**src/rtl/tournament_predictor_param.sv**
```systemverilog
// Tournament branch predictor: local, global (gshare) and chooser counter tables
// with a power-up initialisation sweep and a single outstanding-branch snapshot.
module tournament_predictor_param #(
   parameter int LOCAL_BITS = 4,
   parameter int GHIST_LEN  = 8,
   parameter int CTR_WIDTH  = 2,
   parameter int GSHARE     = 1,
   parameter int PC_SHIFT   = 0
) (
   input  logic        clk,
   input  logic        reset,
   input  logic        branch_decode_sig,
   input  logic [31:0] pc_branch_addr,
   input  logic [31:0] offset,
   input  logic        update_valid,
   input  logic        update_taken,
   output logic        prediction,
   output logic [31:0] out_branch_addr,
   output logic        ready,
   output logic [15:0] mispredict_count
);

   localparam int IDX_BITS     = (LOCAL_BITS > GHIST_LEN) ? LOCAL_BITS : GHIST_LEN;
   localparam int LOCAL_DEPTH  = 1 << LOCAL_BITS;
   localparam int GLOBAL_DEPTH = 1 << GHIST_LEN;
   localparam logic [CTR_WIDTH-1:0] CTR_WEAK_T = {1'b1, {(CTR_WIDTH-1){1'b0}}};
   localparam logic [CTR_WIDTH-1:0] CTR_WEAK_L = {1'b0, {(CTR_WIDTH-1){1'b1}}};
   localparam logic [CTR_WIDTH-1:0] CTR_MAX    = '1;
   localparam logic [IDX_BITS-1:0]  IDX_LAST   = '1;

   typedef enum logic {ST_INIT, ST_READY} state_t;

   state_t                 r_state;
   state_t                 w_state_next;
   logic [CTR_WIDTH-1:0]   r_local   [LOCAL_DEPTH];
   logic [CTR_WIDTH-1:0]   r_chooser [LOCAL_DEPTH];
   logic [CTR_WIDTH-1:0]   r_global  [GLOBAL_DEPTH];
   logic [IDX_BITS-1:0]    r_idx;
   logic [GHIST_LEN-1:0]   r_ghist;
   logic                   r_snap_valid;
   logic [LOCAL_BITS-1:0]  r_snap_li;
   logic [GHIST_LEN-1:0]   r_snap_gi;
   logic                   r_snap_lp;
   logic                   r_snap_gp;
   logic                   r_snap_pred;
   logic [15:0]            r_mispredict;

   logic                   w_ready;
   logic [LOCAL_BITS-1:0]  w_li;
   logic [IDX_BITS-1:0]    w_li_ext;
   logic [GHIST_LEN-1:0]   w_gi;
   logic                   w_lp;
   logic                   w_gp;
   logic                   w_sel;
   logic                   w_pred;
   logic                   w_capture;
   logic                   w_update;
   logic                   w_unused_pc;

   function automatic logic [CTR_WIDTH-1:0] sat_step(input logic [CTR_WIDTH-1:0] ctr,
                                                      input logic up);
      logic [CTR_WIDTH-1:0] res;
      res = ctr;
      if (up && (ctr != CTR_MAX))
         res = ctr + CTR_WIDTH'(1);
      else if (!up && (ctr != '0))
         res = ctr - CTR_WIDTH'(1);
      return res;
   endfunction

   always_ff @(posedge clk) begin
      if (reset)
         r_state <= ST_INIT;
      else
         r_state <= w_state_next;
   end

   always_comb begin
      w_state_next = r_state;
      case (r_state)
         ST_INIT:  if (r_idx == IDX_LAST) w_state_next = ST_READY;
         default:  w_state_next = r_state;
      endcase
   end

   assign w_ready     = (r_state == ST_READY) && !reset;
   assign w_li        = pc_branch_addr[PC_SHIFT +: LOCAL_BITS];
   assign w_unused_pc = ^pc_branch_addr;

   always_comb begin
      w_li_ext = '0;
      w_li_ext[LOCAL_BITS-1:0] = w_li;
      w_gi = (GSHARE != 0) ? (r_ghist ^ w_li_ext[GHIST_LEN-1:0]) : r_ghist;
   end

   // Reads see table/ghist contents from before this edge's update.
   assign w_lp   = r_local[w_li][CTR_WIDTH-1];
   assign w_gp   = r_global[w_gi][CTR_WIDTH-1];
   assign w_sel  = r_chooser[w_li][CTR_WIDTH-1];
   assign w_pred = w_sel ? w_gp : w_lp;

   // update_valid is a one-cycle pulse that resolves the captured branch; it is
   // consumed only when a snapshot is held, otherwise it is dropped silently.
   assign w_capture = branch_decode_sig && w_ready;
   assign w_update  = update_valid && r_snap_valid && w_ready;

   always_ff @(posedge clk) begin
      if (!reset) begin
         if (r_state == ST_INIT) begin
            if ((r_idx >> LOCAL_BITS) == '0) begin
               r_local[r_idx[LOCAL_BITS-1:0]]   <= CTR_WEAK_T;
               r_chooser[r_idx[LOCAL_BITS-1:0]] <= CTR_WEAK_L;
            end
            if ((r_idx >> GHIST_LEN) == '0)
               r_global[r_idx[GHIST_LEN-1:0]] <= CTR_WEAK_T;
         end else if (w_update) begin
            r_local[r_snap_li]  <= sat_step(r_local[r_snap_li], update_taken);
            r_global[r_snap_gi] <= sat_step(r_global[r_snap_gi], update_taken);
            if (r_snap_lp != r_snap_gp)
               r_chooser[r_snap_li] <= sat_step(r_chooser[r_snap_li],
                                                r_snap_gp == update_taken);
         end
      end
   end

   always_ff @(posedge clk) begin
      if (reset) begin
         r_idx        <= '0;
         r_ghist      <= '0;
         r_snap_valid <= 1'b0;
         r_mispredict <= '0;
      end else begin
         if (r_state == ST_INIT)
            r_idx <= r_idx + IDX_BITS'(1);
         if (w_update) begin
            r_ghist      <= (r_ghist << 1) | GHIST_LEN'(update_taken);
            r_snap_valid <= 1'b0;
            if ((r_snap_pred != update_taken) && (r_mispredict != 16'hFFFF))
               r_mispredict <= r_mispredict + 16'd1;
         end
         // A capture in the same cycle wins over the clear above.
         if (w_capture) begin
            r_snap_valid <= 1'b1;
            r_snap_li    <= w_li;
            r_snap_gi    <= w_gi;
            r_snap_lp    <= w_lp;
            r_snap_gp    <= w_gp;
            r_snap_pred  <= w_pred;
         end
      end
   end

   assign prediction       = w_capture && w_pred;
   assign out_branch_addr  = pc_branch_addr + offset;
   assign ready            = w_ready;
   assign mispredict_count = r_mispredict;

endmodule

```
**config.mk**
```make
export PLATFORM = sky130hd
export DESIGN_NAME = tournament_predictor_param
export DESIGN_NICKNAME = d
export VERILOG_FILES = /design/src/rtl/tournament_predictor_param.sv
export SDC_FILE = /design/constraint.sdc
export NUM_CORES = 1
export LEC_CHECK = 0
export ABC_AREA = 1
export BUFFER_PORTS_ARGS = -buffer_cell sky130_fd_sc_hd__buf_2
export CAP_MARGIN = 20
export CORE_ASPECT_RATIO = 0.9
export CORE_UTILIZATION = 32
export CTS_BUF_LIST = sky130_fd_sc_hd__clkbuf_2 sky130_fd_sc_hd__clkbuf_4 sky130_fd_sc_hd__clkbuf_8
export CTS_CLUSTER_SIZE = 16
export DETAILED_ROUTE_END_ITERATION = 8
export GPL_ROUTABILITY_DRIVEN = 0
export PLACE_DENSITY = 0.49
export SLEW_MARGIN = 20
export SYNTH_ARGS = -nofsm -noshare
export SYNTH_HDL_FRONTEND = slang
export SYNTH_SLANG_ARGS = --single-unit
```
**constraint.sdc**
```tcl
create_clock -name clk -period 12.6 [get_ports clk]
set_input_delay 2.52 -clock clk [delete_from_list [all_inputs] [get_ports clk]]
set_output_delay 2.52 -clock clk [all_outputs]
set_load 0.02 [all_outputs]
```
==> results by group <==
Outcome
  – Status: finished, final reports clean

Detailed routing
  – Average via count per standard cell: 5.18
  – DRC: 0
  – DR iter-0 viols: 2,505
  – DR WL/cell: 21.1 um
  – Routed Antenna Nets: 0
  – Drt pass-1 iters: 6
  – Vias: 26,000
  – Routed WL: 106,000 um

CTS
  – Clk pin slew, worst setup/hold paths: 0.06 ns
  – TritonCTS buffer count: 108
  – Root Buffer: clkbuf_8
  – CTS tree: done
  – Clock sinks: 637
  – Gates resized, CTS repair: 0
  – Maximum root-to-sink buffer count: 3
  – Setup bufs post-CTS: 0
  – H-tree Lvls: 3
  – Hold Buf Count CTS: 0
  – Skew-Pair Late Insertion Delay: 0.76 ns

Final layout
  – Nets: 3,690
  – Fillers: 10,300
  – Area Overhead vs Synth: 12.1%
  – Share of layout cells above drive strength 1: 10.9%
  – Final Instance Area: 36,200 um^2

STA
  – Skew final: 0.0337 ns
  – Final worst slack: 4.07 ns
  – RSZ-0062 raised after global routing: false
  – Max Slew Vio Count: 0
  – Least-Margin Pin Slew: 1.02 ns
  – Setup TNS: 0 ns
  – Fin crit period: 8.53 ns
  – Fmax: 117 MHz
  – Slew HR: 32.0%
  – Final period util: 67.7%
  – Hold Vio Cnt, Final: 0
  – # setup viols final: 0

Synthesis
  – Distinct cells, synth: 49
  – Post-synth EDFFs: 591
  – Top FF cell, synth: edfxtp_1
  – Syn Area/Cell: 9.14 um^2
  – Proportion of netlist area held by the largest area contributor: 55.0%
  – Ys async rst share: 0%
  – Mapped Area: 32,300 um^2
  – Mapped Nets: 3,640
  – Syn Inst Count: 3,531
  – Warnings, synthesis: 0
  – Seq cells post-synth: 637
  – Cell accounting for the most synthesized area: edfxtp_1
  – Sequential cell area fraction in the yosys report: 57.9%
  – Area contributors post-synth: edfxtp_1 55%, nand3_1 7.0%, nand2_1 6.0%

Floorplan
  – Die ar.: 102,000 um^2
  – Core area: 99,900 um^2
  – Initial core utilization: 32.3%
  – Num ports: 119
  – Cell Rows: 110
  – Die width: 337 um
  – Die height: 303 um

Worst setup path
  – Startpoint types: input port
  – Critical path fanouts, max: 60
  – Crit-path cells: buf_2, nand2_2, nand2_4, buf_4, nand2_1, nand3_1, nand3_1, nand3_1, nand3_1, nand3_1, nand3_1, nand3_2, nand3_1, nand2_2, nor2_2, buf_2
  – FF-to-FF path depth: 21
  – CP endpoint kind: output port
  – Worst reg2reg endpoint: r_global[143][0]
  – R2R setup slack: 6.31 ns
  – Critical Path RT: 10.08 ns
  – CP max stage delay: 0.70 ns
  – Most used cell, CP: nand3_1
  – CP delay by family, top: simple AND/OR/NAND/NOR gates
  – CP max-delay cell: nand2_4
  – CP bufs+invs: 3
  – Worst Path Arrival: 6.01 ns
  – Setup Crit Path Kind: in -> out

Power
  – Static Leak: 0.0130 uW
  – Power Density: 125 nW/um^2
  – Maximum VDD drop: 0.0699 mV

Global route
  – Vias in the first global route: 24,500
  – First-pass GRT wire length: 158,000 um
  – Overall Global Routing Usage: 20.5%
  – Largest net degree at the start of global routing: 198
  – Gr ovfl total: 0
  – Initial antenna violation count: 2

Placed design
  – IO Port Bufs: 118
  – Post-DP Area: 33,900 um^2
  – Setup WS pre-CTS: 4.02 ns
  – DPL Wire Length: 62,200 um

Min path
  – Hold Path Depth: 2
  – Hold Path Class: reg -> reg
  – Worst Hold Launch: mispredict_count[4]
  – Hold worst-path end: mispredict_count[4]

Run
  – Max-cap violation count: 0
[metrics by stage]
| stage | utilization (%) | instances | power [uW] | hold slack, ns |
|---|---|---|---|---|
| 4_1_cts | 36.2 | 5016 | 4560 | 0.477 |
| 2_1_floorplan | - | 3531 | 2510 | 0.403 |
| 3_3_place_gp | 33.9 | 4815 | 2600 | 0.462 |
| 5_1_grt | 36.2 | 5017 | 4680 | 0.500 |
| 3_5_place_dp | 33.9 | 4815 | 2610 | 0.464 |
| 6_report | 36.2 | 5019 | 4520 | 0.470 |
[worst min-delay path: stages, from the launching register on]
cell and delay [ns]:
dfxtp_1 0.33, inv_1 0.05, a21oi_1 0.05
[kinds of logic after synthesis]
kind of cell,Yosys count,share of synthesized area [%]
simple gates,1494,19.6
compound gates,723,11.9
flops,637,57.9
buf+inv,591,7.73
fa+ha+maj,40,1.57
xor+xnor,37,1.05
mux,9,0.279
[flip-flops by register name (all words and copies together) (netlist names), named ones only]
| register | flops |
|---|---|
| r_idx | 8 |
| r_global | 512 |
| r_snap_gp | 1 |
| r_snap_lp | 1 |
| r_chooser | 32 |
| r_snap_valid | 1 |
| mispredict_count | 16 |
| r_ghist | 8 |
| r_local | 32 |
| r_snap_pred | 1 |
| r_snap_li | 4 |
| r_state | 1 |
| r_snap_gi | 8 |
[report_power, final]
group          internal [uW]  switching, uW  total, uW  leakage (uW)
Clock                   1060            895       1960       0.00120
Combinational           84.9            197        282       0.00599
Sequential              2280           1.79       2280       0.00584
[cell usage in the layout, fill, tap and decap left out, types with 16 or more instances in the layout]
cell type and count:
clkbuf_4 40, clkinv_1 19, buf_2 118, ha_1 39, nand2_1 507, nor2_1 471
inv_1 361, o211ai_1 26, o22ai_1 54, clkbuf_8 118, dfxtp_1 41, edfxtp_1 591
o21ai_0 374, xor2_1 23, buf_4 38, o21ai_1 16, a21oi_1 225, nand3_1 453
[how the worst max path moves through the flow]
| stage | startpoint | end | slack [ns] | depth (start not counted) |
|---|---|---|---|---|
| 2_1_floorplan | reset | r_global[0][0] | 2.14 | 7 |
| 3_3_place_gp | pc_branch_addr[0] | prediction | 4.10 | 16 |
| 3_5_place_dp | pc_branch_addr[0] | prediction | 4.02 | 16 |
| 4_1_cts | pc_branch_addr[0] | prediction | 4.02 | 16 |
| 5_1_grt | pc_branch_addr[0] | prediction | 3.75 | 16 |
| 6_report | pc_branch_addr[0] | prediction | 4.07 | 16 |
[synth_stat cells, types with 2 or more instances]
cell type	instances
nand3_1	453
buf_2	85
inv_1	362
nor3_1	15
nand3b_1	2
clkbuf_1	90
a31oi_1	4
o22ai_1	54
nor2_1	472
o21ai_2	5
nand2_1	516
ha_1	39
buf_4	12
edfxtp_1	591
o211ai_1	26
o21a_1	4
xor2_1	24
nand4_1	4
a21boi_0	2
inv_2	8
nor4_1	4
nand2_2	4
mux2i_1	9
o21ai_1	16
xnor2_1	11
o221ai_1	4
nand2_4	3
buf_6	16
xnor2_2	2
or2_2	2
nand3_2	3
dfxtp_1	46
nor3b_1	4
buf_1	14
o21ai_0	374
a21o_1	4
nor2_2	10
clkinv_1	2
a21oi_1	225
[cell type report]
class                           instances  area [um^2]  share of cell area [%]
Clock inverter                         43          327                   0.903
Antenna cell                            3         7.51                  0.0208
Sequential cell                       637        18700                    51.7
Timing Repair Buffer                  158          916                    2.53
Inverter                              373         1410                    3.89
Tap cell                             1344         1680                    4.65
Multi-Input combinational cell       2303        11200                    31.0
Clock buffer                          158         1920                    5.32
[metal layers]
layer  wire, um  up-vias  track usage [%]
met5          0        -                0
met4       2240        0             5.17
met3       7430      171             3.51
met2      47200      943             31.4
met1      49200    12600             29.9
li1           -    12300                -
Power figures use the tool's default switching activity.
